$ cat src/rtl/conv_pkg.sv
// Shared constants and window-packing helper for the 3x3 convolution datapath.
// The PE tensor imports the same constants so window widths always agree.
package conv_pkg;

    localparam int PIX_W   = 8;
    localparam int WIN_PIX = 9;
    localparam int WIN_W   = PIX_W * WIN_PIX;

    typedef logic [PIX_W-1:0] pixel_t;

    // One window column, indexed by row: [0] oldest row, [2] newest row.
    typedef logic [2:0][PIX_W-1:0] column_t;

    function automatic logic [WIN_W-1:0] pack_window(
        input column_t c0,
        input column_t c1,
        input column_t c2
    );
        logic [WIN_W-1:0] w;
        w = '0;
        for (int unsigned r = 0; r < 3; r++) begin
            w[PIX_W*(3*r)   +: PIX_W] = c0[r];
            w[PIX_W*(3*r+1) +: PIX_W] = c1[r];
            w[PIX_W*(3*r+2) +: PIX_W] = c2[r];
        end
        return w;
    endfunction

endpackage

$ cat src/rtl/line_buffer.sv
// One image row of pixel storage: single port, combinational read of the old
// value at addr and a write of the new value on the same clock edge.
module line_buffer
    import conv_pkg::*;
#(
    parameter int IMG_W = 8
) (
    input  logic                     clk,
    input  logic                     wr_en,
    input  logic [$clog2(IMG_W)-1:0] addr,
    input  logic [PIX_W-1:0]         wr_data,
    output logic [PIX_W-1:0]         rd_data
);

    // Contents are never reset; the first two rows of a frame refill them.
    logic [PIX_W-1:0] mem [IMG_W];

    always_ff @(posedge clk) begin
        if (wr_en) begin
            mem[addr] <= wr_data;
        end
    end

    assign rd_data = mem[addr];

endmodule

$ cat src/rtl/conv_window_gen.sv
// Raster-order pixel stream to 3x3 "valid" convolution windows, with two line
// buffers, a 3-column shift register and a valid/ready output register.
module conv_window_gen
    import conv_pkg::*;
#(
    parameter int IMG_W = 8,
    parameter int IMG_H = 8
) (
    input  logic             clk,
    input  logic             rst,
    input  logic             clear,
    input  logic             in_valid,
    output logic             in_ready,
    input  logic [PIX_W-1:0] in_pixel,
    output logic             out_valid,
    input  logic             out_ready,
    output logic [WIN_W-1:0] out_window,
    output logic             out_last
);

    localparam int CW = $clog2(IMG_W);
    localparam int RW = $clog2(IMG_H);

    logic [CW-1:0] col;
    logic [RW-1:0] row;
    logic          col_last;
    logic          row_last;
    logic          accept;
    logic          complete;

    pixel_t        top_pix;
    pixel_t        mid_pix;
    column_t       new_col;
    column_t       win_c0;
    column_t       win_c1;
    column_t       win_c2;
    logic [WIN_W-1:0] next_window;

    assign in_ready = !clear && (!out_valid || out_ready);
    assign accept   = in_valid && in_ready;
    assign col_last = (col == CW'(IMG_W - 1));
    assign row_last = (row == RW'(IMG_H - 1));
    assign complete = accept && (row >= RW'(2)) && (col >= CW'(2));

    // lb0 holds row-2, lb1 holds row-1; the row-1 pixel ages into lb0.
    line_buffer #(
        .IMG_W (IMG_W)
    ) u_lb0 (
        .clk     (clk),
        .wr_en   (accept),
        .addr    (col),
        .wr_data (mid_pix),
        .rd_data (top_pix)
    );

    line_buffer #(
        .IMG_W (IMG_W)
    ) u_lb1 (
        .clk     (clk),
        .wr_en   (accept),
        .addr    (col),
        .wr_data (in_pixel),
        .rd_data (mid_pix)
    );

    assign new_col     = {in_pixel, mid_pix, top_pix};
    assign next_window = pack_window(win_c1, win_c2, new_col);

    always_ff @(posedge clk or negedge rst) begin
        if (!rst) begin
            col <= '0;
            row <= '0;
        end else if (clear) begin
            col <= '0;
            row <= '0;
        end else if (accept) begin
            if (col_last) begin
                col <= '0;
                row <= row_last ? '0 : row + 1'b1;
            end else begin
                col <= col + 1'b1;
            end
        end
    end

    always_ff @(posedge clk or negedge rst) begin
        if (!rst) begin
            win_c0 <= '0;
            win_c1 <= '0;
            win_c2 <= '0;
        end else if (accept) begin
            win_c0 <= win_c1;
            win_c1 <= win_c2;
            win_c2 <= new_col;
        end
    end

    always_ff @(posedge clk or negedge rst) begin
        if (!rst) begin
            out_valid  <= 1'b0;
            out_window <= '0;
            out_last   <= 1'b0;
        end else if (clear) begin
            out_valid <= 1'b0;
        end else if (complete) begin
            out_valid  <= 1'b1;
            out_window <= next_window;
            out_last   <= row_last && col_last;
        end else if (out_ready) begin
            out_valid <= 1'b0;
        end
    end

endmodule

$ cat config.mk
export PLATFORM = sky130hd
export DESIGN_NAME = conv_window_gen
export DESIGN_NICKNAME = d
export VERILOG_FILES = /design/src/rtl/conv_pkg.sv /design/src/rtl/line_buffer.sv /design/src/rtl/conv_window_gen.sv
export SDC_FILE = /design/constraint.sdc
export NUM_CORES = 1
export LEC_CHECK = 0
export CAP_MARGIN = 40
export CORE_MARGIN = 4
export CORE_UTILIZATION = 55
export DETAILED_ROUTE_END_ITERATION = 10
export GPL_ROUTABILITY_DRIVEN = 0
export GPL_TIMING_DRIVEN = 1
export PLACE_DENSITY = 0.87
export SLEW_MARGIN = 40
export SYNTH_ARGS = -nofsm -noshare
export SYNTH_HDL_FRONTEND = slang
export SYNTH_SLANG_ARGS = --single-unit
$ cat constraint.sdc
create_clock -name clk -period 4.3 [get_ports clk]
set_clock_uncertainty 0.1 [all_clocks]
set_input_delay 1.075 -clock clk [delete_from_list [all_inputs] [get_ports clk]]
set_output_delay 1.075 -clock clk [all_outputs]
set_load 0.02 [all_outputs]
* Word level (Yosys, flattened, before mapping) *
Memories as Yosys holds them, arrays and structs flattened.
Index checks and enable logic that the tools add are counted.

cells by class
  add/subtract/negate cells = 2
  $mul = 0
  divide/modulo/power cells = 0
  $lt $le $gt $ge = 2
  equality and inequality tests = 2
  shifts and indexed selects = 0
  muxes and demuxes = 12
  bitwise logic cells = 1
  reduce and logical (&&, ||, !) cells = 13

operators with widths
  operator                                                            number
  two-way mux 3 bit                                                   7
  adder 3 x 1 -> 3 bit (second input constant)                        2
  == test 3 bit (second input constant)                               2
  greater-or-equal comparator 3 x 2 -> 1 bit (second input constant)  2
  logical AND 1 bit                                                   5
  two-way mux 1 bit                                                   5
  AND reduction 2 bit                                                 2
  nonzero test 2 bit                                                  2
  nonzero test 3 bit                                                  1
  logical NOT 1 bit                                                   2
  logical OR 1 bit                                                    1
  NOT 1 bit                                                           1

word-level totals
  register bits after elaboration = 128
  bits in latches = 0
  memory bits (writable) = 128
  bits in read-only memories = 0
  bits of input ports = 13
  output and inout port bits = 75
  memories kept = 2

memory list
  memory     words  width  read ports  clocked after Yosys merged registers in  wr ports  RTL line           RTL
  u_lb0.mem  8      8      1           0                                        1         line_buffer.sv:16  logic [PIX_W-1:0] mem [IMG_W];
  u_lb1.mem  8      8      1           0                                        1         line_buffer.sv:16

* Longest topological paths before layout *
  depth after elaboration = 8
  mapped depth = 9

* By module *
From an unflattened synthesis, not the netlist that was laid out.

second synthesis, totals
  cell total of the unflattened synthesis = 539
  area, all modules = 10390.0 µm²

modules (own cells, without submodules)
  module           instances  cells an instance  area each (µm²)
  conv_window_gen  1          297                5280.1
  line_buffer      2          121                2555.0

* Least setup slack after synthesis *
No wires, ideal clock.

  path kind = input-to-reg
  from = in clear
  to = mem u_lb0.mem[4][0] (enable)
  library setup time = 409 ps
  data arrival time = 3003 ps
  required time = 3791 ps
  setup slack = 788 ps
  stages on the path = 6
  buffers on the path = 2
  cell sequence = buf_6 nor2b_4 and2_1 clkbuf_1 nand2_1 nor3_1

between the ends
  word-level cells in the longest chain between the ends = 5

RTL lines
  element                                  RTL line               RTL
  start: declaration                       conv_window_gen.sv:11  input logic clear,
  logical NOT 1 bit                        conv_window_gen.sv:39  assign in_ready = !clear && (!out_valid || out_ready);
  logical AND 1 bit                        conv_window_gen.sv:39
  logical AND 1 bit                        conv_window_gen.sv:40  assign accept = in_valid && in_ready;
  two-way mux 1 bit                        line_buffer.sv:19      if (wr_en) begin
  two-way mux 1 bit (implied by the code)  line_buffer.sv:20      mem[addr] <= wr_data;
  end: declaration                         line_buffer.sv:16

No other way between the ends.

* Final worst setup path *
  from = in clear
  to = out in_ready

between the ends
  word-level cells in the longest chain between the ends = 2

RTL lines
  element            RTL line               RTL
  logical NOT 1 bit  conv_window_gen.sv:39
  logical AND 1 bit  conv_window_gen.sv:39
  end: declaration   conv_window_gen.sv:13  output logic in_ready,

No other way between the ends.

==> flow_summary.yaml <==
cells_and_area:
  fin_nets: 740
  layout_commonest_cell: "nand2_1"
  drive_above_1_share: 0.233
  layout.cells.non_filler: 968
  syn_to_final_growth_pct: 20.5
  insertedDiodeCount: 0
  mostFrequentLayoutCells: "137 x nand2_1, 128 x edfxtp_1, 127 x dfrtp_1"
synthesis:
  yosysWarnings: 0
  synth_xor_area_frac: 0
  synth_seq_cells: 256
  synth_fa_ha_area_frac: 0.00751
  yosysSeqAreaShare: 0.705
  postSynthCellCount: 617
  synth.cell_area_sq_um: 10000
  synth_compound_area_frac: 0.0138
  synth_top_family_by_area: "multiplexers"
  synth-simple-area-share: 0.0737
  synthMuxAreaShare: 0.178
  syn_nets: 636
  synth_area_per_cell_sq_um: 16.2
  ys_types: 33
sta:
  fin_tns_setup_ns: 0
  max-slew-margin-rel: 0.486
  finalMaxSlewViolations: 0
  period_share: 0.864
  setup_violations: 0
  fin_crit_ns: 3.72
  timing.fmax_ghz: 0.269
  rsz0062_at_grt: "no"
  fin_ws_ns: 0.585
  worstMarginPinSlew_ns: 0.771
  hold_viol: 0
setup_path:
  crit_start: "clear"
  cp-start-kind: "input pin"
  worstSetupEndpointType: "primary output"
  rr_startpoint: "col[0]$_DFFE_PN0P_"
  path_max_fanout: 10
  cp.arrival_ns: 2.54
  worstRegToRegCells: 6
  crit_required_ns: 3.12
  crit_type: "input pin to primary output"
detailed_routing:
  drtIter0Drc: 491
  routed_wl_um: 21400
  dr.pass1.iters: 5
  drc_errors: 0
  antenna_left: 0
  post_drt_wl_per_cell_um: 22.1
  routed_via_density: 5.78
  vias: 5593
floorplan:
  coreArea_sq_um: 17900
  rows: 49
  io_pins: 88
  die_h_um: 143
  die_x_um: 143
  initial_utilization: 0.559
  die-area_sq_um: 20400
min_path:
  hp-start: "next_window[7]$_DFFE_PN0P_"
  hold_depth: 2
  hold_class: "register to register"
placed_design:
  dp_slack_ns: 0.607
  portBuffers: 87
  post-dp-hpwl_um: 13100
  dp.cells: 923
power:
  max-vdd-ir-drop_mv: 0.363
  p_per_area_nw_per_um2: 446
  power_mw: 5.38
  p_leak_nw: 5.19
clocking:
  cts_tree: "built"
  clk_path_buf_depth: 3
  cts_buffers: 25
  clockRootBuffer: "clkbuf_16"
  cts_setup_buffers: 0
  insertion_delay_ns: 0.51
  cts_hold_buf: 0
  h-tree-depth: 1
  clock_sinks: 256
  clk_pin_slew_ns: 0.06
  cts_resized: 0
global_route:
  grt_max_degree: 82
  grt_pass1_wl_um: 34500
  grt_pass1_vias: 5943
  antenna_found_initial: 0
  grt-ovfl-total: 0
  track_usage: 0.217
run_status:
  outcome: "completed"
run:
  drv_cap: 0
state kept, by name, summed over array words and instances, names as in the netlist:
signal / flops
out_window: 72
u_lb0.mem: 64
u_lb1.mem: 64
next_window: 48
col: 3
row: 3
out_last: 1
out_valid: 1
worst max-delay path, cell delays in order:
cell             delay [ns]
clkdlybuf4s50_1        0.62
nor2b_1                0.22
clkdlybuf4s50_1        0.63
cells by family (layout without fill, tap and decap cells):
kind of cell | count (synthesis) | in the layout
flops | 256 | 256
simple gates | 176 | 176
mux | 112 | 112
buf+inv | 43 | 165
compound gates | 24 | 24
fa+ha+maj | 6 | 6
per-layer routing:
layer / global-route usage / wire [um] / vias to the layer above
li1: - / - / 2416
met1: 0.296 / 8420 / 2899
met2: 0.372 / 11200 / 241
met3: 0.0322 / 1360 / 37
met4: 0.0585 / 450 / 0
met5: 0 / 0 / -
synthesized netlist by cell type (all sizes together):
master  count  area share
dfrtp     128        0.32
and3        2      0.0013
ha          6      0.0075
nor2       14      0.0053
a211oi      1     0.00075
or3         2      0.0013
a31oi       9      0.0056
nand2b      3      0.0019
mux2i      14       0.014
nand3b      1     0.00075
clkbuf     15      0.0056
nand3       2      0.0010
or4         1      0.0011
mux4       30       0.068
buf        18       0.013
mux2       68       0.096
a221oi      1     0.00088
nor3        7      0.0035
a21oi       3      0.0015
nor2b       2      0.0020
edfxtp    128        0.38
o21ai      10      0.0050
and4b       1      0.0010
clkinv      1     0.00037
and2        1     0.00063
nor4bb      2      0.0020
nand2     138       0.052
inv         9      0.0034
layout make-up:
class,instances,area [sq um]
clock buffers,30,676
clock inverters,15,205
fillers,1111,5850
inverters,10,37.5
multi-input cells,318,2750
flip-flops and latches,256,7050
well taps,229,287
repair buffers,110,1040
final timing paths:
kind | endpoint | slack (ns)
min in group asynchronous | out_window[13]$_DFFE_PN0P_ | 0.48
max in group asynchronous | out_window[70]$_DFFE_PN0P_ | 2.77
worst min register to register | next_window[7]$_DFFE_PN0P_ | 0.38
worst max register to register | out_window[71]$_DFFE_PN0P_ | 1.44
worst min-delay path | next_window[7]$_DFFE_PN0P_ | 0.38
worst max-delay path | in_ready | 0.58
where the power goes:
part           total (mW)  internal (mW)  switching (mW)
logic               0.288          0.110           0.178
registers            2.77           2.69          0.0824
clock network        2.32           1.42           0.897
through the flow:
step / utilization / hold slack [ns] / instance area, sq um
after floorplan: - / 0.342 / 10000
after global routing: 0.673 / 0.409 / 12000
final: 0.673 / 0.378 / 12000
after CTS: 0.673 / 0.379 / 12000
after detailed placement: 0.624 / 0.363 / 11200
after global placement: 0.624 / 0.357 / 11200
No activity file was read; power rests on OpenSTA's default activity.
==> patch 1 (same settings) <==
Change the parameter `IMG_H` from 8 to 4.
--- a/src/rtl/conv_window_gen.sv
+++ b/src/rtl/conv_window_gen.sv
@@ -5,5 +5,5 @@
 #(
     parameter int IMG_W = 8,
-    parameter int IMG_H = 8
+    parameter int IMG_H = 4
 ) (
     input  logic             clk,
Check against the original RTL: same outputs for any inputs over 10 cycles, from zero or initial values and one cycle with rst low; that may be too few to reach the edited logic, so the function may still have changed.
==> patch 1 against the unedited design <==
Total power shrank 6.3%; hold slack lost 45 ps; final area shrank 2.9%; sequential cell count shrank 1; via count shrank 0.59%; utilization grew 0.55 points; largest power group unchanged; area after synthesis shrank 3.6%; routed wire length shrank 3.9%; setup slack gained 110 ps.
==> patch 1: results (changes against the unedited design) <==
- Result of the run: completed
- Data arrival, critical path: 2430 ps (-110 ps)
- Critical path peak fanout: 7 (-3)
- Post-layout net count: 732 (-1.1%)
- Sequential fraction of the synthesis area: 0.728 (+0.0237)
- Leading post-synthesis cells by cell area: sky130_fd_sc_hd__edfxtp_1 40%, sky130_fd_sc_hd__dfrtp_1 33%, sky130_fd_sc_hd__mux4_2 7.0%
- Net switching fraction of the power: 0.218 (+0.00280)
- Synth Area in Compound Gates: 0.0222 (+0.00843)
- Clock buffers and inverters, area share: 0.0652 (-0.00796)
- FF-to-FF path depth: 3 (-3)
- Detailed-placement wirelength estimate: 12700 um (-2.9%)
- Number of instances in the synthesized netlist: 608 (-1.5%)
- Fraction of area in multi-input gates: 0.211 (-0.0170)
- Fraction of final layout cells with drive strength greater than 1: 0.217 (-0.0158)
- Cell area after synthesis: 9640 um^2 (-3.6%)
- Worst hold-check path type: in2async
- Hold slack: 333 ps (-45.0 ps)
- Detailed-routed wire length on met2: 10700 um (-4.6%)
- Met3 Wirelength: 1450 um (+6.7%)
- Area growth from synthesis to final layout: 21.3%
- Share of final layout cell area taken by non-clock buffers: 0.0955 (+0.00882)
- Clock buffer count in the final layout: 37 (+23%)
- DR vias: 5560 (-0.59%)
- Maximum ir drop on the vdd rail: 0.273 mV (-25%)
- Met2 layer usage reported by global route: 0.359 (-0.0125)
- Placed Instance Area: 10900 um^2 (-2.4%)
- Vias per std cell: 5.80 (+0.45%)
- Worst slew margin relative to its limit: 0.432 (-0.0545)
- Most used standard cells in the synthesized netlist: 128 x sky130_fd_sc_hd__edfxtp_1, 127 x sky130_fd_sc_hd__dfrtp_1, 120 x sky130_fd_sc_hd__nand2_1
- Count of inverters other than clock inverters in the layout: 11 (+1)
- Static Leak: 4.74 nW (-8.6%)
- Met3 Track Usage GR: 0.0290 (-0.00313)
- Pre-CTS setup slack: 689 ps (+82.6 ps)
- Worst reg2reg path endpoint: u_lb0.mem[7][5]
- Multi-input logic cell count: 308 (-3.1%)
- Non-clock buffer total of the final layout: 115 (+4.5%)
- Number of distinct library cells after synthesis: 30 (-9.1%)
- Pin count of the biggest net entering global routing: 95 (+16%)
- Share of synthesized area spent on multiplexers: 0.158 (-0.0201)
- Clock buffers created by TritonCTS: 24 (-4.0%)
- Critical register-to-register path startpoint: col[1]
[patch 1: cell types whose count changed after synthesis, moves of 5 or more]
cell                      delta
sky130_fd_sc_hd__mux2_4     -52
sky130_fd_sc_hd__mux2_2     +38
sky130_fd_sc_hd__nand2_1    -17
sky130_fd_sc_hd__a21oi_1    +14
sky130_fd_sc_hd__buf_2       +9
sky130_fd_sc_hd__a31oi_1     -8
sky130_fd_sc_hd__buf_6       -8
sky130_fd_sc_hd__o21ai_0     +7
sky130_fd_sc_hd__mux2i_1     +5
[patch 1: power groups by stage]
stage | clock network [mW] | registers, mW | logic [mW]
finish | 2.01 | 2.74 | 0.286
global route | 2.15 | 2.75 | 0.317
CTS | 2.04 | 2.74 | 0.286
detailed placement | 0 | 2.79 | 0.279
global placement | 0 | 2.78 | 0.263
floorplan | 0 | 2.77 | 0.144
[patch 1: critical path: stages]
cell                              delay, ps
sky130_fd_sc_hd__clkdlybuf4s50_1        580
sky130_fd_sc_hd__nor2_1                 170
sky130_fd_sc_hd__clkdlybuf4s50_1        610
==> patch 2 (config.mk and constraints unchanged) <==
Without the edit above. Make the reset (`rst`) synchronous in 3 clocked blocks.
--- a/src/rtl/conv_window_gen.sv
+++ b/src/rtl/conv_window_gen.sv
@@ -67,5 +67,5 @@
     assign next_window = pack_window(win_c1, win_c2, new_col);
 
-    always_ff @(posedge clk or negedge rst) begin
+    always_ff @(posedge clk) begin
         if (!rst) begin
             col <= '0;
@@ -84,5 +84,5 @@
     end
 
-    always_ff @(posedge clk or negedge rst) begin
+    always_ff @(posedge clk) begin
         if (!rst) begin
             win_c0 <= '0;
@@ -96,5 +96,5 @@
     end
 
-    always_ff @(posedge clk or negedge rst) begin
+    always_ff @(posedge clk) begin
         if (!rst) begin
             out_valid  <= 1'b0;
Function: same outputs for any inputs over 10 cycles, from zero or initial values and one cycle with rst low; that may be too few to reach the edited logic, so the function may still have changed.
==> patch 2 against the unedited design <==
Final cell count grew 11%; sequential share of layout area fell by 2.6 points; total power decreased by 5.9%; setup slack improved by 94 ps; routed wire length rose by 2.3%; first-iteration DRC count increased by 30%; area after synthesis is 2.8% lower; final area down 3.8%; sequential cell count rose by 3; maximum frequency rose by 2.6%; critical path type unchanged; highest routed layer unchanged; largest cell class unchanged.
==> patch 2: results (changes against the unedited design) <==
- Power in sequential cells: 2.64 mW (-5%)
- Number of global-route vias before repair: 6341 (+6.7%)
- Critical path peak fanout: 3 (-7)
- Number of instances in the placed design: 1026 (+11%)
- Number of design-rule violations left by the first detailed-router iteration: 636 (+30%)
- Post-Route M1 WL: 8440 um (+0.20%)
- Placed Instance Area: 10700 um^2 (-3.9%)
- Sequential group share of total power: 0.523 (+0.008)
- DR vias: 6557 (+17%)
- Synth Area in Compound Gates: 0.107 (+0.0930)
- First-pass DRT Iterations: 6 (+1)
- Most used standard cells in the synthesized netlist: 131 x sky130_fd_sc_hd__dfxtp_1, 128 x sky130_fd_sc_hd__edfxtp_1, 111 x sky130_fd_sc_hd__a21oi_1
- Result of the run: completed
- Asr flop ratio synth: 0 (-0.500)
- Routed WL per cell: 20.5 um (-7.4%)
- Leading post-synthesis cells by cell area: sky130_fd_sc_hd__edfxtp_1 40%, sky130_fd_sc_hd__dfxtp_1 27%, sky130_fd_sc_hd__mux4_2 7.0%
- Met3 Wirelength: 1470 um (+8.0%)
- Switching power of the nets: 1.03 mW (-11%)
- Pre-CTS setup slack: 681 ps (+74.6 ps)
- Mapped Avg Cell Area: 12.8 um^2 (-21%)
- Root buf cell: sky130_fd_sc_hd__clkbuf_16
- Pin count of the biggest net entering global routing: 95 (+16%)
- Maximum number of buffers from clock root to sink: 3 (unchanged)
- Worst hold-check path type: reg2reg
- Comb group: 0.182 mW (-37%)
- Number of distinct library cells after synthesis: 40 (+21%)
- Number of nets in the synthesized netlist: 777 (+22%)
- Detailed-placement wirelength estimate: 12500 um (-4.4%)
- Maximum ir drop on the vdd rail: 0.298 mV (-18%)
- GRT Util Overall: 0.219 (+0.00120)
- Detailed Route WL: 21900 um (+2.3%)
- Post-Synth Adder-Cell Area: 0.00772 (+0.000218)
- Fraction of final layout cells with drive strength greater than 1: 0.129 (-0.104)
- Detailed-routed wire length on met2: 11400 um (+1.6%)
- Actual transition at the worst max-transition pin: 720 ps (-51.2 ps)
- Post-layout net count: 847 (+14%)
- Sequential fraction of the synthesis area: 0.665 (-0.0392)
- Static Leak: 3.70 nW (-29%)
==> patch 2: worst max-delay path, stage by stage <==
cell	delay (ps)
sky130_fd_sc_hd__clkdlybuf4s50_1	430
sky130_fd_sc_hd__nor2b_1	310
sky130_fd_sc_hd__nor2_1	80
sky130_fd_sc_hd__clkdlybuf4s50_1	550
==> patch 2: path summary, 6_finish.rpt <==
| path | slack (ps) | startpoint | to |
|---|---|---|---|
| setup / recovery | 680 | out_ready | in_ready |
| hold / removal | 360 | next_window[55] | next_window[55] |
| setup reg to reg | 1810 | col[0] | out_window[17] |
| hold reg to reg | 360 | next_window[55] | next_window[55] |
==> patch 2: cell type report <==
type	count	area [um^2]
clock inverter	9	120
timing repair buffer	105	1020
sequential	259	6470
tap	225	282
multi-input combinational	426	2920
fill	1137	5710
clock buffer	35	724
inverter	11	41.3
==> patch 2: routing by layer <==
metal  global-route usage  vias to the layer above
met4               0.0714                        0
met5                    0                        -
met2                0.381                      320
met1                0.285                     3267
met3               0.0295                       48
li1                     -                     2922
